<file path="src/rtl/pc_fetch_unit.sv">
// pc_fetch_unit: program counter and instruction-fetch stage.
// Fetches one 32-bit word per instruction over a req/ack handshake and holds it
// for the control unit. The next PC is chosen from the control unit's pcsource.
// When the PC_FETCH_PERF_EN macro is defined, the unit also has the
// retired_cnt and fetch_wait_cnt performance counters.
// AW is fixed at 32; the jump and branch arithmetic assume a 32-bit PC.
module pc_fetch_unit #(
    parameter logic [31:0] RESET_PC = 32'h0000_0000,
    parameter int          AW       = 32
) (
    input  logic          clock,
    input  logic          resetn,
    output logic          imem_req,
    output logic [AW-1:0] imem_addr,
    input  logic          imem_ack,
    input  logic [31:0]   imem_rdata,
    input  logic          stall,
    input  logic [1:0]    pcsource,
    output logic [31:0]   inst,
    output logic [11:0]   op,
    output logic          inst_valid,
    output logic [AW-1:0] pc,
    output logic [AW-1:0] pc4
`ifdef PC_FETCH_PERF_EN
    ,
    output logic [31:0]   retired_cnt,
    output logic [31:0]   fetch_wait_cnt
`endif
);

    typedef enum logic [1:0] {
        BOOT  = 2'd0,
        FETCH = 2'd1,
        ISSUE = 2'd2
    } state_t;

    state_t        state_reg;
    state_t        state_next;
    logic [AW-1:0] pc_reg;
    logic [AW-1:0] pc_next;
    logic [31:0]   inst_reg;
    logic [AW-1:0] pc4_val;
    logic [AW-1:0] branch_target;
    logic [AW-1:0] jump_target;
    logic [AW-1:0] sel_pc;
    logic          fetch_done;
    logic          issue_exit;

    // Handshake outputs are pure decodes of the state register. Because the
    // state register resets asynchronously, imem_req drops the moment reset
    // is asserted, even in the middle of a fetch.
    assign imem_req   = (state_reg == FETCH);
    assign inst_valid = (state_reg == ISSUE);
    assign imem_addr  = pc_reg;
    assign pc         = pc_reg;
    assign pc4        = pc4_val;
    assign inst       = inst_reg;
    // op is a slice of a register, so the control unit never sees it glitch.
    assign op         = {inst_reg[31:26], inst_reg[5:0]};

    assign fetch_done = (state_reg == FETCH) && imem_ack;
    assign issue_exit = (state_reg == ISSUE) && !stall;

    // Next-PC candidates. pc4 wraps naturally at 2^32.
    assign pc4_val       = pc_reg + AW'(4);
    assign branch_target = pc4_val + {{14{inst_reg[15]}}, inst_reg[15:0], 2'b00};
    assign jump_target   = {pc4_val[AW-1:AW-4], inst_reg[25:0], 2'b00};

    // Select the next PC from pcsource; the reserved code falls back to pc+4.
    always_comb begin
        sel_pc = pc4_val;
        case (pcsource)
            2'b01:   sel_pc = branch_target;
            2'b10:   sel_pc = jump_target;
            default: sel_pc = pc4_val;
        endcase
    end

    // Next-state and next-PC logic; pcsource matters only on the ISSUE exit.
    always_comb begin
        state_next = state_reg;
        pc_next    = pc_reg;
        case (state_reg)
            BOOT:  state_next = FETCH;
            FETCH: if (imem_ack) state_next = ISSUE;
            ISSUE: begin
                if (!stall) begin
                    state_next = FETCH;
                    pc_next    = sel_pc;
                end
            end
            default: state_next = BOOT;
        endcase
    end

    // State, PC and instruction registers.
    always_ff @(posedge clock or negedge resetn) begin
        if (!resetn) begin
            state_reg <= BOOT;
            pc_reg    <= RESET_PC[AW-1:0];
            inst_reg  <= 32'h0;
        end else begin
            state_reg <= state_next;
            pc_reg    <= pc_next;
            if (fetch_done) begin
                inst_reg <= imem_rdata;
            end
        end
    end

`ifdef PC_FETCH_PERF_EN
    logic [31:0] retired_cnt_reg;
    logic [31:0] fetch_wait_cnt_reg;

    assign retired_cnt    = retired_cnt_reg;
    assign fetch_wait_cnt = fetch_wait_cnt_reg;

    // Count retired instructions and memory wait cycles.
    always_ff @(posedge clock or negedge resetn) begin
        if (!resetn) begin
            retired_cnt_reg    <= 32'h0;
            fetch_wait_cnt_reg <= 32'h0;
        end else begin
            if (issue_exit) begin
                retired_cnt_reg <= retired_cnt_reg + 32'd1;
            end
            if ((state_reg == FETCH) && !imem_ack) begin
                fetch_wait_cnt_reg <= fetch_wait_cnt_reg + 32'd1;
            end
        end
    end
`else
    logic unused_perf;
    assign unused_perf = issue_exit;
`endif

endmodule

</file>
<file path="config.mk">
export PLATFORM = sky130hd
export DESIGN_NAME = pc_fetch_unit
export DESIGN_NICKNAME = d
export VERILOG_FILES = /design/src/rtl/pc_fetch_unit.sv
export SDC_FILE = /design/constraint.sdc
export NUM_CORES = 1
export LEC_CHECK = 0
export ABC_CLOCK_PERIOD_IN_PS = 3400
export CAP_MARGIN = 30
export CORE_ASPECT_RATIO = 1.25
export CORE_MARGIN = 2
export CORE_UTILIZATION = 43
export DETAILED_ROUTE_END_ITERATION = 8
export PLACE_DENSITY = 0.78
export SLEW_MARGIN = 20
export SYNTH_ARGS = -nofsm -noshare
export SYNTH_HDL_FRONTEND = slang
export SYNTH_SLANG_ARGS = --single-unit
export TNS_END_PERCENT = 100
</file>
<file path="constraint.sdc">
create_clock -name clock -period 3.4 [get_ports clock]
set_input_delay 0.34 -clock clock [delete_from_list [all_inputs] [get_ports clock]]
set_output_delay 0.34 -clock clock [all_outputs]
set_load 0.005 [all_outputs]
</file>
# Word-level counts from Yosys, hierarchy flattened
# Cells that the tools add are included.
# word_totals
ff_bits	66
output_inout_bits	142
word_cells	20
# op_classes
n_addsub	2
n_eq_ne	6
muxes	4
bitwise	1
reduce_logical	4
# op_table
cell	n
$pmux 32 s2	1
$add 32x3->32 const B	1
$add 32x32->32	1
$pmux 2 s3	1
$eq 2x1->1 const B	2
$eq 2x2->1 const B	2
$mux 2	2
$reduce_and 2->1	2
$logic_not 2->1	1
$ne 2x1->1 const B	1
$ne 2x2->1 const B	1
$logic_and 1x1->1	1
$not 1->1	1

# Depth between registers and ports, before layout
# logic_depth
depth_word	3
mapped_depth	18
mapped_depth_nobuf	17

# Worst setup path after synthesis
# No wires, ideal clock.
# synth_timing
kind	register to register
startpoint	reg pc_reg[4], in the netlist imem_addr[4]
endpoint	reg pc_reg[31], in the netlist imem_addr[31]
t_arrival_ps	3773
slack_ps	-497
path_stages_with_launch	18
synth_period_minus_slack_ps	3897
path_cell_list	dfrtp_1 > and4_1 > and3_2 > nor2b_1 > and3_1 > nand3_1 > xnor2_1 > ha_1 > nand2_1 > o21ai_1 > a32oi_1 > nor2b_2 > a21oi_2 > o31a_1 > or4_4 > a31oi_2 > xnor2_1 > o21ai_1
# synth_between
elab_chain_len	3
# synth_rtl
item	line	text
start, declared	39	logic [AW-1:0] pc_reg;
start signal, assigned	100	pc_reg <= RESET_PC[AW-1:0];
start signal, assigned	104	pc_reg <= pc_next;
$add 32x3->32	65	assign pc4_val = pc_reg + AW'(4);
via pc4[15]	23	output logic [AW-1:0] pc4
$add 32x32->32	66	assign branch_target = pc4_val + {{14{inst_reg[15]}}, inst_reg[15:0], 2'b00};
$pmux 32 s2	72	case (pcsource)
# The timed path passes the listed nets, and every way through them passes these cells.
# A chain may end at the register's enable or synchronous reset.

# Final worst setup path
# layout_timing
startpoint	reg pc_reg[13], in the netlist imem_addr[13]
endpoint	reg pc_reg[31], in the netlist imem_addr[31]
# layout_between
elab_chain_len	3
# layout_rtl
item	line
$add 32x3->32 *	65
$add 32x32->32	66
$pmux 32 s2 *	72
# Mark *: on every way between the ends. The rest lies on a longest branch, timed or not.

==> metrics.md <==
| Metric | Value |
|---|---|
| Fin. Hold Viols | 0 |
| CP arrival | about 4 ns |
| Inserted Clock Buffers | 9 |
| Nets | a little under 1000 |
| Synth Area in Compound Gates | 22.2% |
| Initial DRC Count | 434 |
| Crit end category | register |
| Largest family of logic cells by synthesized area | compound AO/OA/AOI/OAI gates |
| Post-route ant nets | 0 |
| Starting Density | 43.8% |
| Worst setup margin | -0.282 ns |
| Power, Total | 10.9 mW |
| Met1 Wirelength | 7.87 mm |
| Largest fanout on the critical path | 5 |
| Synth warn | 0 |
| Final worst path period share | 108% |
| RSZ-0062 raised after global routing | true |
| Synth async-reset ratio | 100% |
| Worst r2r path cells | 17 |
| Core ar. | 12700 µm² |
| Slew margin rel. | 53.3% |
| Overall Global Routing Usage | 28.6% |
| Number of vias per cell | 5.74 |
| Clk pwr share | 8.9% |
| Highest routing layer actually used | met4 |
| Achievable Freq | 272 MHz |
| Mean routed wirelength per cell | ~20 µm |
| Crit path from | imem_addr[13] |
| First-pass GRT wire length | slightly above 30 mm |
| Worst-Margin Slew | 0.700 ns |
| Layout Area Growth over Synthesis | 64.9% |
| Max Root-Sink Buffers | 2 |
| Critical Path Start Type | register |
| Pin count of the biggest net entering global routing | 46 |
| Clock skew | roughly 0.01 ns |
| RR Endpoint | imem_addr[31] |
| Hold crit path type | primary input to asynchronous set/reset pin |
| #FFs+latches synth | 64 |
| Combinational share of power | between 70% and 80% |
| XOR/XNOR share of the synthesized area | ~8.7% |
| Adder-cell area share of the yosys netlist | under 10% |
| Seq/Total Area, Yosys | 28.9% |
| Met3 routed WL | 1.26 mm |
| Final Hold Slack | 0.371 ns |
| IO Count | 180 |
| Yosys cell types | 65 |
| Critical path class | register to register |
| Post-Synthesis Cells | 636 |
| Max-cap violations | 0 |
| Final count of pins violating max slew | 0 |
| Finish-stage setup viols | 3 |
| Fin crit period | 3.68 ns |
| Finished Layout Cells | 1077 |
| Vias in the first global route | 6188 |
| Skew-Pair Late Insertion Delay | 0.35 ns |
| Switching power | around 4.6 mW |
| GRT overflow | 0 |
| Worst slack, placed | -0.299 ns |
| CTS Root Cell | clkbuf_16 |
| Reg-to-reg critical path startpoint | imem_addr[13] |
| Routed length on met2 | 10.8 mm |
| Reg power frac | approximately 15% |
| Max reg flops | 32 |
| VDD IR max | ~0.70 mV |
| Req. time, crit path | 3.62 ns |
| DP Cell Count | a little over 1000 |
| LEAKAGE | 3.86 nW |
| Cell Rows | 46 |
| CTS sink cnt | 64 |
| Mapped cell area | between 5000 and 6000 µm² |
| Mux share of post-synthesis cell area | under 10% |
| Die Area | 13800 µm² |
| GP Congestion | approximately 0.96 |
| Routed WL | about 21 mm |
| PwrDens | 1200 nW/µm² |
| DIE WIDTH | 106 µm |
| Initial antenna violation count | 0 |
| Internal | 6.30 mW |
| EDFF count, synth | 0 |
| H-Tree Depth | 3 |
| Sw Share | 42.4% |
| DRT Pass-1 Iters | 5 |
| Number of port buffers | 173 |
| Die height | 131 µm |
| Syn_area_per_cell | 8.73 µm² |
| Failing checks | setup timing |
| Clk pin slew, worst setup/hold paths | 0.06 ns |
| # diodes | 0 |
| Reg2reg setup slack | -0.28 ns |
| Status | finished, violations left |
| Simple-gate portion of the synthesized area | 14.5% |
| Via count | about 6200 |
| Detailed Place HPWL | ~15 mm |
| # DRC | 0 |
| Primary FF master, synth | dfrtp_1 |
| Share of layout cells above drive strength 1 | 30.6% |
| TritonCTS clock tree | done |
## worst max path at each step
stage	to	slack (ns)	cells after the start
floorplan	imem_addr[31]	-0.22	17
global placement	imem_addr[31]	-0.21	15
detailed placement	imem_addr[31]	-0.30	16
CTS	imem_addr[31]	-0.21	16
global route	imem_addr[31]	-0.44	17
finish	imem_addr[31]	-0.28	17
## per-stage QoR
| step | area [µm²] | TNS [ns] | utilization (%) |
|---|---|---|---|
| after floorplan | 5660 | -0.219 | - |
| after global placement | 8130 | -0.517 | 64.2 |
| after detailed placement | 8130 | -1.20 | 64.2 |
| after CTS | 8670 | -0.211 | 68.4 |
| after global routing | 9150 | -1.54 | 72.3 |
| final | 9150 | -0.430 | 72.3 |
## per-layer routing
layer / vias up / track usage (%)
li1: 2815 / -
met1: 2982 / 32.0
met2: 302 / 51.4
met3: 82 / 4.02
met4: 0 / 18.0
met5: - / 0
## cell type report
| type | count | area (µm²) |
|---|---|---|
| Multi-Input combinational cell | 481 | 4030 |
| Fill cell | 937 | 3510 |
| Timing Repair Buffer | 329 | 2930 |
| Sequential cell | 64 | 1610 |
| Clock buffer | 9 | 225 |
| Tap cell | 168 | 210 |
| Clock inverter | 7 | 81.3 |
| Inverter | 19 | 71.3 |
## cell usage in the layout, fill, tap and decap left out, types with 6 or more instances in the layout
| master | count |
|---|---|
| ha_4 | 10 |
| nand2b_1 | 6 |
| a21oi_1 | 45 |
| nand2_1 | 49 |
| nor2_1 | 30 |
| buf_4 | 150 |
| xor2_1 | 7 |
| a21oi_2 | 15 |
| o31ai_1 | 7 |
| o22ai_1 | 6 |
| o21ai_0 | 15 |
| o21ai_1 | 13 |
| dfrtp_1 | 59 |
| nand4_1 | 10 |
| conb_1 | 6 |
| a21o_1 | 13 |
| a221oi_1 | 11 |
| clkbuf_16 | 9 |
| xnor2_1 | 28 |
| nor3_1 | 8 |
| a31oi_1 | 11 |
| mux2_1 | 29 |
| nor2b_1 | 6 |
| clkdlybuf4s50_1 | 172 |
| xnor2_2 | 13 |
| ha_1 | 24 |
| inv_1 | 17 |
| nand3_1 | 9 |
## repair_timing
action | 4_1_cts | 5_1_grt
endpoints found under the hold margin | 0 | 4
hold buffers | 0 | 1
buffers inserted | 8 | 12
pin swaps | 21 | 43
setup endpoints to repair | 11 | 14
gates resized for setup | 28 | 62
cloned | 0 | 0
## Yosys cell counts (16+ instances only)
cell	n	area share (%)
xnor2_1	44	6.9
nor2_1	31	2.1
inv_1	17	1.1
mux2_1	29	5.9
dfrtp_1	64	29
nand2_1	53	3.6
clkbuf_1	27	1.8
buf_4	48	6.5
a21oi_1	60	5.4
ha_1	37	8.3
o21ai_0	16	1.4
o21ai_1	16	1.4
## worst max-delay path, cell delays in order, from the launching register on
cell and delay [ns]:
dfrtp_1 0.38, nand3_2 0.12, nor3_4 0.25, buf_4 0.15, and3_4 0.19, nand2_1 0.10
xnor2_2 0.22, ha_4 0.26, a21oi_1 0.15, o21ai_1 0.13, a32oi_2 0.24, nor2b_2 0.20
a21oi_2 0.09, o31a_1 0.26, or4_4 0.43, a31oi_4 0.20, xnor2_2 0.13, o21ai_2 0.06
## logic make-up (layout without fill, tap and decap cells)
| family | Yosys count | count (layout) |
|---|---|---|
| XOR/XNOR | 53 | 53 |
| flip-flops | 64 | 64 |
| other | 1 | 6 |
| adder cells (fa/ha/maj) | 38 | 38 |
| AO/OA/AOI/OAI | 190 | 190 |
| buffers and inverters | 96 | 364 |
| AND/OR/NAND/NOR | 159 | 159 |
| multiplexers | 35 | 35 |
## power groups by stage
stage	clock (mW)	sequential [mW]	combinational [mW]
floorplan	0	1.67	3.70
detailed placement	0	1.60	7.15
finish	0.977	1.65	8.32
CTS	0.990	1.61	7.51
global placement	0	1.57	7.04
global route	1.02	1.69	8.92
Note: power is estimated with default switching activity, not from simulation.
